**src/rtl/led7seg_pkg.sv**
```systemverilog
// Shared defaults and word-field helpers for the 74HC595 LED7seg serial link.
// A word is packed as {seg, dig} with the digit-select field in the low bits.
package led7seg_pkg;

    localparam int unsigned DEF_DIG_NUM   = 8;
    localparam int unsigned DEF_SEG_NUM   = 8;
    localparam int unsigned DEF_CHA_WIDTH = DEF_DIG_NUM + DEF_SEG_NUM;
    localparam int unsigned DEF_DAT_WIDTH = DEF_DIG_NUM * DEF_SEG_NUM;

    typedef logic [DEF_CHA_WIDTH-1:0] word_t;

    typedef struct packed {
        logic       ok;
        logic [4:0] idx;
    } onehot_t;

    function automatic logic [DEF_SEG_NUM-1:0] seg_of(input word_t w);
        return w[DEF_CHA_WIDTH-1 -: DEF_SEG_NUM];
    endfunction

    function automatic logic [DEF_DIG_NUM-1:0] dig_of(input word_t w);
        return w[DEF_DIG_NUM-1:0];
    endfunction

    // Callers zero-extend narrower digit fields, so up to 32 digits are covered.
    function automatic onehot_t onehot_idx(input logic [31:0] v);
        onehot_t     r;
        int unsigned n;
        r = '0;
        n = 0;
        for (int unsigned i = 0; i < 32; i++) begin
            if (v[i]) begin
                n++;
                r.idx = 5'(i);
            end
        end
        r.ok = (n == 1);
        return r;
    endfunction

endpackage

```
**src/rtl/sync_edge_det.sv**
```systemverilog
// Two-flop synchronizer for an asynchronous input, with a rising-edge pulse
// and a one-cycle-delayed copy of the synchronized level.
module sync_edge_det (
    input  logic clk,
    input  logic rst,
    input  logic din_i,
    output logic sync_o,
    output logic rise_o,
    output logic dly_o
);

    logic meta_q;
    logic sync_q;
    logic dly_q;

    always_ff @(posedge clk or posedge rst) begin
        if (rst) begin
            meta_q <= 1'b0;
            sync_q <= 1'b0;
            dly_q  <= 1'b0;
        end else begin
            meta_q <= din_i;
            sync_q <= meta_q;
            dly_q  <= sync_q;
        end
    end

    assign sync_o = sync_q;
    assign rise_o = sync_q & ~dly_q;
    assign dly_o  = dly_q;

endmodule

```
**src/rtl/led7seg_74hc595_receiver.sv**
```systemverilog
// Receive end of the 74HC595 LED7seg link: rebuilds {seg,dig} words from
// sclk/rclk/dio and reassembles them into a full multi-digit frame.
module led7seg_74hc595_receiver
    import led7seg_pkg::*;
#(
    parameter int unsigned DIG_NUM   = DEF_DIG_NUM,
    parameter int unsigned SEG_NUM   = DEF_SEG_NUM,
    parameter logic        DIG_POL   = 1'b1,
    parameter int unsigned TIMEOUT   = 4096,
    parameter int unsigned CHA_WIDTH = DIG_NUM + SEG_NUM,
    parameter int unsigned DAT_WIDTH = DIG_NUM * SEG_NUM
) (
    input  logic                 clk,
    input  logic                 rst,
    input  logic                 sclk,
    input  logic                 rclk,
    input  logic                 dio,
    output logic [CHA_WIDTH-1:0] word,
    output logic                 word_vld,
    output logic [DAT_WIDTH-1:0] dat,
    output logic                 vld,
    output logic                 len_err,
    output logic                 sel_err
);

    localparam int unsigned CNT_W  = $clog2(CHA_WIDTH + 2);
    localparam int unsigned IDLE_W = $clog2(TIMEOUT + 1);

    logic sclk_sync, sclk_rise, sclk_dly;
    logic rclk_sync, rclk_rise, rclk_dly;
    logic dio_sync, dio_rise, dio_dly;
    logic sync_unused;

    sync_edge_det u_sync_sclk (
        .clk(clk), .rst(rst), .din_i(sclk),
        .sync_o(sclk_sync), .rise_o(sclk_rise), .dly_o(sclk_dly)
    );
    sync_edge_det u_sync_rclk (
        .clk(clk), .rst(rst), .din_i(rclk),
        .sync_o(rclk_sync), .rise_o(rclk_rise), .dly_o(rclk_dly)
    );
    sync_edge_det u_sync_dio (
        .clk(clk), .rst(rst), .din_i(dio),
        .sync_o(dio_sync), .rise_o(dio_rise), .dly_o(dio_dly)
    );

    assign sync_unused = ^{sclk_sync, sclk_dly, rclk_sync, rclk_dly, dio_rise, dio_dly};

    // Stage 1: shift register, bit counter, idle timeout, word candidate capture
    logic [CHA_WIDTH-1:0] shreg_q, shreg_d;
    logic [CNT_W-1:0]     bitcnt_q, bitcnt_d;
    logic [IDLE_W-1:0]    idle_q, idle_d;
    logic [CHA_WIDTH-1:0] cand_q, cand_d;
    logic                 cand_vld_q, cand_vld_d;
    logic                 len_err_q, len_err_d;

    // Stage 2: digit decode, frame assembly, output registers
    logic [CHA_WIDTH-1:0] word_q, word_d;
    logic                 word_vld_q, word_vld_d;
    logic [DAT_WIDTH-1:0] buf_q, buf_d;
    logic [DIG_NUM-1:0]   seen_q, seen_d;
    logic [DAT_WIDTH-1:0] dat_q, dat_d;
    logic                 vld_q, vld_d;
    logic                 sel_err_q, sel_err_d;

    logic [DIG_NUM-1:0]   dig_c;
    logic [SEG_NUM-1:0]   seg_c;
    onehot_t              oh;

    always_comb begin
        shreg_d    = shreg_q;
        bitcnt_d   = bitcnt_q;
        idle_d     = idle_q;
        cand_d     = cand_q;
        cand_vld_d = 1'b0;
        len_err_d  = 1'b0;

        if (bitcnt_q != '0 && idle_q != IDLE_W'(TIMEOUT)) begin
            idle_d = idle_q + 1'b1;
            if (idle_d == IDLE_W'(TIMEOUT)) begin
                bitcnt_d = '0;
            end
        end

        if (sclk_rise) begin
            shreg_d  = {shreg_q[CHA_WIDTH-2:0], dio_sync};
            bitcnt_d = (bitcnt_q == CNT_W'(CHA_WIDTH + 1)) ? bitcnt_q : bitcnt_q + 1'b1;
            idle_d   = '0;
        end

        // A coincident sclk bit is not part of this word; it opens the next one.
        if (rclk_rise) begin
            cand_d     = shreg_q;
            cand_vld_d = (bitcnt_q == CNT_W'(CHA_WIDTH));
            len_err_d  = (bitcnt_q != CNT_W'(CHA_WIDTH));
            bitcnt_d   = sclk_rise ? CNT_W'(1) : '0;
        end
    end

    always_comb begin
        dig_c      = cand_q[DIG_NUM-1:0] ^ {DIG_NUM{~DIG_POL}};
        seg_c      = cand_q[CHA_WIDTH-1 -: SEG_NUM];
        oh         = onehot_idx(32'(dig_c));
        word_d     = word_q;
        word_vld_d = 1'b0;
        buf_d      = buf_q;
        seen_d     = seen_q;
        dat_d      = dat_q;
        vld_d      = 1'b0;
        sel_err_d  = 1'b0;

        if (cand_vld_q) begin
            if (oh.ok) begin
                word_d     = cand_q;
                word_vld_d = 1'b1;
                for (int unsigned i = 0; i < DIG_NUM; i++) begin
                    if (oh.idx == 5'(i)) begin
                        buf_d[i*SEG_NUM +: SEG_NUM] = seg_c;
                        seen_d[i]                   = 1'b1;
                    end
                end
                if (&seen_d) begin
                    dat_d  = buf_d;
                    vld_d  = 1'b1;
                    seen_d = '0;
                end
            end else begin
                sel_err_d = 1'b1;
            end
        end
    end

    always_ff @(posedge clk or posedge rst) begin
        if (rst) begin
            shreg_q    <= '0;
            bitcnt_q   <= '0;
            idle_q     <= '0;
            cand_q     <= '0;
            cand_vld_q <= 1'b0;
            len_err_q  <= 1'b0;
            word_q     <= '0;
            word_vld_q <= 1'b0;
            buf_q      <= '0;
            seen_q     <= '0;
            dat_q      <= '0;
            vld_q      <= 1'b0;
            sel_err_q  <= 1'b0;
        end else begin
            shreg_q    <= shreg_d;
            bitcnt_q   <= bitcnt_d;
            idle_q     <= idle_d;
            cand_q     <= cand_d;
            cand_vld_q <= cand_vld_d;
            len_err_q  <= len_err_d;
            word_q     <= word_d;
            word_vld_q <= word_vld_d;
            buf_q      <= buf_d;
            seen_q     <= seen_d;
            dat_q      <= dat_d;
            vld_q      <= vld_d;
            sel_err_q  <= sel_err_d;
        end
    end

    assign word     = word_q;
    assign word_vld = word_vld_q;
    assign dat      = dat_q;
    assign vld      = vld_q;
    assign len_err  = len_err_q;
    assign sel_err  = sel_err_q;

endmodule

```
**config.mk**
```make
export PLATFORM = sky130hd
export DESIGN_NAME = led7seg_74hc595_receiver
export DESIGN_NICKNAME = d
export VERILOG_FILES = /design/src/rtl/led7seg_pkg.sv /design/src/rtl/sync_edge_det.sv /design/src/rtl/led7seg_74hc595_receiver.sv
export SDC_FILE = /design/constraint.sdc
export NUM_CORES = 1
export LEC_CHECK = 0
export CAP_MARGIN = 10
export CORE_MARGIN = 1.5
export CORE_UTILIZATION = 52
export DETAILED_ROUTE_END_ITERATION = 8
export HOLD_SLACK_MARGIN = 0.03
export PLACE_DENSITY = 0.71
export REMOVE_ABC_BUFFERS = 1
export SLEW_MARGIN = 20
export SYNTH_ARGS = -nofsm -noshare
export SYNTH_HDL_FRONTEND = slang
export SYNTH_HIERARCHICAL = 1
export SYNTH_SLANG_ARGS = --single-unit
```
**constraint.sdc**
```tcl
create_clock -name clk -period 7.2 [get_ports clk]
set_input_delay 0.72 -clock clk [delete_from_list [all_inputs] [get_ports clk]]
set_output_delay 0.72 -clock clk [all_outputs]
set_load 0.05 [all_outputs]
```
==> key figures <==
Finish
  – Multi-input logic area: 0.004188 mm²
  – Antenna Cells: 0
  – Reg area: 0.005380 mm²
  – Final #Nets: 838
  – Share of cells above drive strength 1: 0.2743
  – Final instance area: 0.01164 mm²
  – Area Overhead vs Synth: 17.66%
  – Post-Layout Cell Count: 1069
  – Fill cells: 1379
  – Commonest non-fill, non-tap cell in the layout: dfrtp_1
  – Commonest cells after routing, fill and taps aside: dfrtp_1, mux2_2, clkdlybuf4s50_1

Timing
  – Fin crit share: 0.8200
  – Final setup viols: 0
  – Fin crit period: 5904 ps
  – Worst Tran Pin Value: 1077 ps
  – Final setup TNS: 0 ps
  – RSZ-0062 raised after global routing: false
  – Peak Freq: 169.4 MHz
  – Max-slew violation count: 0
  – Clock Skew: 10.64 ps
  – Headroom to the max-slew limit: 0.2784
  – Hold Vio Cnt, Final: 0
  – Worst hold slack: 345.9 ps

Power and ir drop
  – Internal: 0.002381 W
  – Clock network power share: 0.324
  – Pwr Density: 302.5 mW/mm²
  – VDD IR-drop max: 0.0002620 V
  – Combinational share of power: 0.250
  – P_leak: 5.587 nW
  – Seq pwr share: 0.426
  – Net Sw Frac: 0.3241
  – NetSw: 0.001142 W

Clocking
  – CTS max path bufs: 3
  – CTS H-tree lvls: 1
  – CTS tree: built
  – Post-CTS setup repair buffer count: 0
  – Post-CTS sizing: 0
  – Hold_buf cts: 0
  – Root Driver: clkbuf_16
  – TritonCTS Buffers: 23
  – CTS Sinks: 215
  – Clk_lat worst skew: 510 ps
  – Worst-path clk slew: 60 ps

Synthesis
  – Gate Count Post-Synth: 741
  – Avg Cell Area, Syn: 13.36 µm²
  – Syn Std Cell Area: 0.009897 mm²
  – Synth warn: 6

Place
  – Placed insts: 1030
  – RD Place Congestion: 0.8389
  – Post-DP HPWL: 12.82 mm
  – Cell Area, Placed: 0.01091 mm²
  – Port Buffers: 88

Routing
  – DRC Markers: 0
  – Wire length on met2: 9.710 mm
  – Pre-antenna DRT Iters: 4
  – Wl on met1: 9.069 mm
  – Final wirelength: 19.97 mm
  – Wirelength per Cell: 18.68 µm
  – Met3 wire length: 737 µm
  – Top layer in use: met4
  – DRT iter0 DRCs: 302
  – Vias/cell: 5.588
  – Vias: 5974
  – Routed Antenna Nets: 0

Run status
  – Status: completed

Global routing
  – Largest net degree at the start of global routing: 137
  – First-pass GRT wire length: 33.32 mm
  – GRT Total Usage: 0.2090
  – Number of global-route vias before repair: 6369
  – GRT overflow: 0
  – Initial antenna violation count: 0

Setup path
  – CP Capture Type: flip-flop
  – CP Data Required Time: 7580 ps
  – Worst Path Max Fanout: 71
  – CP arrival: 6290 ps
  – WS Path Type: reg -> reg
  – Startpoint types: flip-flop

Floorplan
  – # IOs: 89
  – Core area: 0.01871 mm²
  – Die Span X: 141.0 µm
  – Die Area: 0.01987 mm²
  – Die height: 141.0 µm
  – Row cnt: 50
  – Initial Util: 0.5291

Run
  – MaxCap Viol Count: 0

Hold path
  – Hold crit path type: reg -> reg
[critical path, stage by stage (launching register included)]
cell and delay, ps:
dfrtp_1 430, inv_1 80, ha_1 350, xor2_1 240, ha_1 280, nand2b_1 170
o31ai_1 140, inv_1 80, ha_1 310, nand2_1 100, o21ai_0 90, ha_1 290
nand2_1 70, o21a_1 180, nand2_1 90, ha_1 310, mux2_2 290, ha_1 200
and4b_1 270, a22o_1 220, a211oi_4 100, nor4_4 290, buf_4 750, mux2_1 410
[routing by layer]
layer  vias to the layer above  track usage
li1                       2780            -
met1                      3026       0.2831
met2                       126       0.3523
met3                        42      0.02785
met4                         0      0.06414
met5                         -            0
[path summary, 6_finish.rpt]
kind / from / end / slack (ps) / cells after the start
max: cand_q[1] / dat[16] / 1300 / 23
min: u_sync_sclk/meta_q / u_sync_sclk/sync_o / 350 / 0
max reg2reg: cand_q[1] / dat[16] / 1300 / 23
min reg2reg: u_sync_sclk/meta_q / u_sync_sclk/sync_o / 350 / 0
max in group asynchronous: rst / dat[2] / 4830 / 3
min in group asynchronous: rst / u_sync_dio/sync_o / 560 / 2
[sequential cells by signal, indices dropped and copies added, names as in the netlist, 5 cells and up]
signal	cells
shreg_q	16
dat	64
buf_q	64
word	16
bitcnt_q	5
cand_q	16
seen_q	8
idle_q	13
[power by group through the flow]
stage / Clock [W] / Combinational, W / Sequential (W)
3_5_place_dp: 0 / 0.000873 / 0.00152
3_3_place_gp: 0 / 0.000834 / 0.00151
4_1_cts: 0.00117 / 0.000880 / 0.00150
5_1_grt: 0.00122 / 0.000972 / 0.00152
2_1_floorplan: 0 / 0.000727 / 0.00142
6_report: 0.00114 / 0.000881 / 0.00150
[layout make-up]
type,count,share of cell area
Multi-Input combinational cell,456,0.3596
Timing Repair Buffer,93,0.07887
Sequential cell,215,0.4620
Clock inverter,5,0.002686
Inverter,32,0.01096
Tap cell,234,0.02514
Clock buffer,34,0.06071
[per-stage QoR]
stage	utilization	total power [W]	setup WS [ps]
after global routing	0.6225	0.003713	848.2
after global placement	0.5831	0.002348	1632
after CTS	0.6225	0.003546	1332
final	0.6225	0.003522	1296
after floorplan	-	0.002150	362.9
after detailed placement	0.5831	0.002394	1344
Power figures use the tool's default switching activity.
